## config.mk

```make
export PLATFORM = sky130hd
export DESIGN_NAME = imem_loader_flat
export DESIGN_NICKNAME = d
export VERILOG_FILES = /design/src/rtl/imem_loader_if.sv /design/src/rtl/imem_loader.sv /design/src/flat_wrapper.sv
export SDC_FILE = /design/constraint.sdc
export NUM_CORES = 1
export LEC_CHECK = 0
export ABC_AREA = 1
export CORE_MARGIN = 1
export CORE_UTILIZATION = 55
export DETAILED_ROUTE_END_ITERATION = 7
export PLACE_DENSITY = 0.84
export SETUP_SLACK_MARGIN = 0.4
export SKIP_CTS_REPAIR_TIMING = 1
export SYNTH_ARGS = -nofsm -noshare
export SYNTH_HDL_FRONTEND = slang
export SYNTH_SLANG_ARGS = --single-unit
```

## constraint.sdc

```tcl
create_clock -name clk -period 3.5 [get_ports clk]
set_input_delay 1.05 -clock clk [delete_from_list [all_inputs] [get_ports clk]]
set_output_delay 1.05 -clock clk [all_outputs]
set_load 0.02 [all_outputs]
```

## src/rtl/imem_loader_if.sv

```systemverilog
// Byte-stream input and instruction-memory write port of the boot loader.
// master is the loader side; slave is the stream source / memory side.
interface imem_loader_if;
    logic [7:0]  in_data;
    logic        in_valid;
    logic        in_ready;
    logic [31:0] mem_addr;
    logic [31:0] mem_wd;
    logic        mem_we;

    modport master (
        input  in_data,
        input  in_valid,
        output in_ready,
        output mem_addr,
        output mem_wd,
        output mem_we
    );

    modport slave (
        output in_data,
        output in_valid,
        input  in_ready,
        input  mem_addr,
        input  mem_wd,
        input  mem_we
    );
endinterface

```

## src/rtl/imem_loader.sv

```systemverilog
// Boot-time loader: assembles a length-prefixed little-endian byte stream into
// 32-bit words, writes them into instruction memory and holds the CPU in reset.
//
// state | meaning
// ------+-----------------------------------------------------------
// LEN0  | waiting for word-count low byte
// LEN1  | waiting for word-count high byte; validate length
// DATA  | collecting the 4 bytes of the current word
// WRITE | one-cycle write of the assembled word to memory
// DONE  | image complete, CPU released, wait for reload request
// ERR   | length header rejected, CPU held, wait for reload request
module imem_loader #(
    parameter int DEPTH_WORDS = 64
) (
    input  logic          clk,
    input  logic          rst,
    input  logic          start,
    imem_loader_if.master bus,
    output logic          cpu_rst,
    output logic          done,
    output logic          err
);

    typedef enum logic [2:0] {
        S_LEN0,
        S_LEN1,
        S_DATA,
        S_WRITE,
        S_DONE,
        S_ERR
    } state_t;

    localparam logic [16:0] DEPTH_LIM = 17'(DEPTH_WORDS);

    state_t      state, state_nx;
    logic [15:0] len_q, len_nx;
    logic [15:0] idx_q, idx_nx;
    logic [1:0]  bc_q, bc_nx;
    logic [31:0] word_q, word_nx;
    logic [31:0] addr_q, addr_nx;
    logic [31:0] wd_q, wd_nx;

    logic        xfer;
    logic [15:0] len_full;
    logic        len_bad;

    assign xfer     = bus.in_valid && bus.in_ready;
    assign len_full = {bus.in_data, len_q[7:0]};
    assign len_bad  = (len_full == 16'd0) || ({1'b0, len_full} > DEPTH_LIM);

    always_ff @(posedge clk) begin
        if (rst) begin
            state  <= S_LEN0;
            len_q  <= '0;
            idx_q  <= '0;
            bc_q   <= '0;
            word_q <= '0;
            addr_q <= '0;
            wd_q   <= '0;
        end else begin
            state  <= state_nx;
            len_q  <= len_nx;
            idx_q  <= idx_nx;
            bc_q   <= bc_nx;
            word_q <= word_nx;
            addr_q <= addr_nx;
            wd_q   <= wd_nx;
        end
    end

    always_comb begin
        state_nx = state;
        len_nx   = len_q;
        idx_nx   = idx_q;
        bc_nx    = bc_q;
        word_nx  = word_q;
        addr_nx  = addr_q;
        wd_nx    = wd_q;

        case (state)
            S_LEN0: begin
                if (xfer) begin
                    len_nx   = {8'h00, bus.in_data};
                    state_nx = S_LEN1;
                end
            end
            S_LEN1: begin
                if (xfer) begin
                    len_nx   = len_full;
                    idx_nx   = '0;
                    bc_nx    = '0;
                    state_nx = len_bad ? S_ERR : S_DATA;
                end
            end
            S_DATA: begin
                if (xfer) begin
                    case (bc_q)
                        2'd0:    word_nx[7:0]   = bus.in_data;
                        2'd1:    word_nx[15:8]  = bus.in_data;
                        2'd2:    word_nx[23:16] = bus.in_data;
                        default: word_nx[31:24] = bus.in_data;
                    endcase
                    bc_nx = bc_q + 2'd1;
                    // Output registers load with the final lane so the word is
                    // presented in full during the WRITE cycle.
                    if (bc_q == 2'd3) begin
                        addr_nx  = {14'd0, idx_q, 2'b00};
                        wd_nx    = {bus.in_data, word_q[23:0]};
                        state_nx = S_WRITE;
                    end
                end
            end
            S_WRITE: begin
                idx_nx   = idx_q + 16'd1;
                state_nx = (idx_q + 16'd1 == len_q) ? S_DONE : S_DATA;
            end
            S_DONE: begin
                if (start) state_nx = S_LEN0;
            end
            S_ERR: begin
                if (start) state_nx = S_LEN0;
            end
            default: state_nx = S_LEN0;
        endcase
    end

    always_comb begin
        bus.in_ready = 1'b0;
        bus.mem_we   = 1'b0;
        bus.mem_addr = addr_q;
        bus.mem_wd   = wd_q;
        cpu_rst      = 1'b1;
        done         = 1'b0;
        err          = 1'b0;

        case (state)
            S_LEN0, S_LEN1, S_DATA: bus.in_ready = 1'b1;
            S_WRITE:                bus.mem_we   = 1'b1;
            S_DONE: begin
                cpu_rst = 1'b0;
                done    = 1'b1;
            end
            S_ERR:                  err          = 1'b1;
            default: ;
        endcase
    end

    // The memory port is shared with the CPU fetch path, selected by cpu_rst.
    a_no_write_while_running: assert property (
        @(posedge clk) disable iff (rst) bus.mem_we |-> cpu_rst);
    a_done_err_exclusive: assert property (
        @(posedge clk) disable iff (rst) !(done && err));

endmodule

```

## src/flat_wrapper.sv

```systemverilog
// flat-port wrapper written by rule: the top's interface ports become plain ports
module imem_loader_flat 
#(
    parameter int DEPTH_WORDS = 64
)
  (clk, rst, start, cpu_rst, done, err, bus_in_data, bus_in_valid, bus_in_ready, bus_mem_addr, bus_mem_wd, bus_mem_we);
  imem_loader_if bus_i ();
  input  logic clk;
  input  logic rst;
  input  logic start;
  output logic cpu_rst;
  output logic done;
  output logic err;
  input wire logic [$bits(bus_i.in_data)-1:0] bus_in_data;
  input wire logic [$bits(bus_i.in_valid)-1:0] bus_in_valid;
  output wire logic [$bits(bus_i.in_ready)-1:0] bus_in_ready;
  output wire logic [$bits(bus_i.mem_addr)-1:0] bus_mem_addr;
  output wire logic [$bits(bus_i.mem_wd)-1:0] bus_mem_wd;
  output wire logic [$bits(bus_i.mem_we)-1:0] bus_mem_we;
  assign bus_i.in_data = bus_in_data;
  assign bus_i.in_valid = bus_in_valid;
  assign bus_in_ready = bus_i.in_ready;
  assign bus_mem_addr = bus_i.mem_addr;
  assign bus_mem_wd = bus_i.mem_wd;
  assign bus_mem_we = bus_i.mem_we;
  imem_loader #(.DEPTH_WORDS(DEPTH_WORDS)) u_core (.clk(clk), .rst(rst), .start(start), .bus(bus_i), .cpu_rst(cpu_rst), .done(done), .err(err));
endmodule
```

==> flow_summary.ini <==
[power]
switching_power_uw = 703
power_frac_seq = 0.536
intPower_mw = 1.71
ir_worst_vdd_v = 0.000343
combPwrFrac = 0.116
p_leak_nw = 2.15
clock_power_share = 0.348
p_sw_frac = 0.291
power_density_nw_per_um2 = 414

[hold_path]
hold_path_class = reg -> reg

[die]
start_util = 0.569
num_rows = 34
io_pins = 81
die_w_um = 97.0
core_area_um2 = 8720
die-area_um2 = 9410
die_height_um = 97.0

[detailed_routing]
vias = 4718
initialDrtViolationCount = 274
ant_nets = 0
drt-vias-per-instance = 5.47
wl_um = 11900
dr.pass1.iters = 5
remaining_drc_errors = 0
avgRoutedWirePerCell_um = 13.8

[worst_setup_path]
cp_max_fo = 4
slowest_stage = clkdlybuf4s50_1
slowest_delay_ns = 0.64
cp-start-kind = flop
critPathBufInv = 2
crit_type = reg -> out
crit_family = buffers and inverters
path_cells = inv_1, nand2_1, nor2_1, clkdlybuf4s50_1
required_ns = 2.45
endpoint_kind = output port
critPathArrivalTime_ns = 1.73

[grt]
overflow = 0
grt_max_degree = 110
met1_usage = 0.316
grt_use_total = 0.256
antenna_found_initial = 0
grt_pass1_vias = 4246
grt.busiest_layer = met2
met2_usage = 0.439
grt_use_met3 = 0.0412
grt_pass1_wl_um = 19900

[sta]
rsz0062_at_grt = false
finalClockSkew_ns = 0.0206
period_needed_ns = 2.78
worstMarginPinSlew_ns = 0.723
slew_viol_final = 0
timing.final.ws_setup_ns = 0.719
fmax_mhz = 360
setup_viol_count_final = 0
tns_ns = 0
hold_viol = 0
fin_crit_sh = 0.795
max_slew_margin = 0.517

[place]
place_area_um2 = 5610
place_hpwl_um = 8310
place_ws_ns = 0.679
numPortBuffers = 64
place.gp.congestion = 0.886

[yosys]
synthFlopType = dfxtp_1
synth_edf_count = 0
synth-seq-cells = 109
netlist_top_cells_count = nand2_1 (156), a21oi_1 (110), dfxtp_1 (109)
syn_area_um2 = 4960
synthCells = 702
yosysTopAreaCellShare = 0.440
yosysMostFrequentCell = nand2_1
ys_types = 29
yosysTopAreaCell = dfxtp_1
async_flop_share = 0
syn_area_per_cell_um2 = 7.07
synthTopCellsByArea = dfxtp_1 (44%), nand2_1 (12%), a21oi_1 (11%)
ys_seq_area_frac = 0.440
yosysWarnings = 0

[finish]
final_area_um2 = 5840
regArea_um2 = 2180
area_delta_synth_final_pct = 17.7
fill_cells = 730
multi_input_area_um2 = 2390
antennaDiodeCount = 0
finish.utilization = 0.669
nets = 766
drive_above_1_share = 0.0570

[run_status]
status = finished clean

[clocking]
root_buffer = clkbuf_8
cts.reportedPaths.clkPinSlew_ns = 0.12
clk-insertion-delay-late_ns = 0.39
cts_sinks = 109
cts_tree = yes
cts_buffers = 9
htreeDepth = 3
clock_path_buffers = 2

[job]
maxCapViolCount = 0
## through the flow
| step | hold WS (ns) | std cells | total power [mW] |
|---|---|---|---|
| finish | 0.465 | 862 | 2.42 |
| global route | 0.490 | 862 | 2.49 |
| CTS | 0.468 | 862 | 2.42 |
| detailed placement | 0.453 | 846 | 1.60 |
| global placement | 0.448 | 846 | 1.59 |
| floorplan | 0.455 | 717 | 1.53 |
## cell families (layout without fill, tap and decap cells)
family | Yosys count | count (layout) | share of synthesized area
compound gates | 123 | 123 | 0.129
xor+xnor | 6 | 6 | 0.0161
fa+ha+maj | 5 | 5 | 0.0126
buf+inv | 103 | 140 | 0.0903
flops | 109 | 109 | 0.440
other cells | 1 | 16 | 0.000756
simple gates | 355 | 355 | 0.311
## metal layers
| layer | vias to the layer above | part of all wire | wire, um |
|---|---|---|---|
| met5 | - | 0 | 0 |
| li1 | 2355 | - | - |
| met3 | 26 | 0.040 | 476 |
| met2 | 120 | 0.51 | 6010 |
| met4 | 0 | 0.028 | 333 |
| met1 | 2217 | 0.43 | 5060 |
## power groups by stage
| stage | Combinational (mW) | Sequential (mW) | Clock, mW |
|---|---|---|---|
| after CTS | 0.277 | 1.29 | 0.848 |
| after detailed placement | 0.277 | 1.32 | 0 |
| final | 0.280 | 1.29 | 0.841 |
| after global routing | 0.310 | 1.30 | 0.888 |
| after global placement | 0.268 | 1.32 | 0 |
| after floorplan | 0.215 | 1.31 | 0 |
## flip-flops by register name, indices dropped and copies added (netlist names)
name / count
u_core.bus.mem_wd: 32
u_core.word_q: 24
u_core.bus.mem_addr: 16
u_core.idx_q: 16
u_core.len_q: 16
u_core.state: 3
u_core.bc_q: 2
## tightest hold or removal path, delay by kind of cell, from the launching register on
| kind | cells | cell delay [ns] |
|---|---|---|
| DFF | 1 | 0.32 |
| and+or+nand+nor | 1 | 0.06 |
| AOI/OAI and AO/OA | 1 | 0.05 |
## final timing paths
kind | slack, ns | from | to | cells past startpoint
hold / removal | 0.47 | u_core.bus.mem_addr[15] | u_core.bus.mem_addr[15] | 2
setup / recovery | 0.72 | u_core.state[1] | done | 4
setup reg to reg | 1.23 | u_core.idx_q[0] | u_core.state[1] | 16
hold reg to reg | 0.47 | u_core.bus.mem_addr[15] | u_core.bus.mem_addr[15] | 2
## final cells by class
type / count / share of cell area
Clock buffer: 9 / 0.0212
Clock inverter: 7 / 0.0169
Inverter: 51 / 0.0328
Multi-Input combinational cell: 505 / 0.409
Sequential cell: 109 / 0.374
Tap cell: 108 / 0.0231
Timing Repair Buffer: 73 / 0.123
## placed cells by master, fill, tap and decap left out, drive strengths merged
master and count:
nor3 1, inv 53, clkdlybuf4s50 62, a211oi 8
or2 2, nand2 161, bufinv 1, xnor2 2
clkinvlp 1, dfxtp 109, nand4 9, nor2 82
nand3 97, xnor3 2, clkinv 3, dlymetal6s2s 1
conb 16, nor4 2, o2111ai 1, a21oi 110
clkbuf 9, nand3b 1, o21ai 3, o21bai 1
xor2 2, buf 10, ha 5
Note: power is estimated with default switching activity, not from simulation.
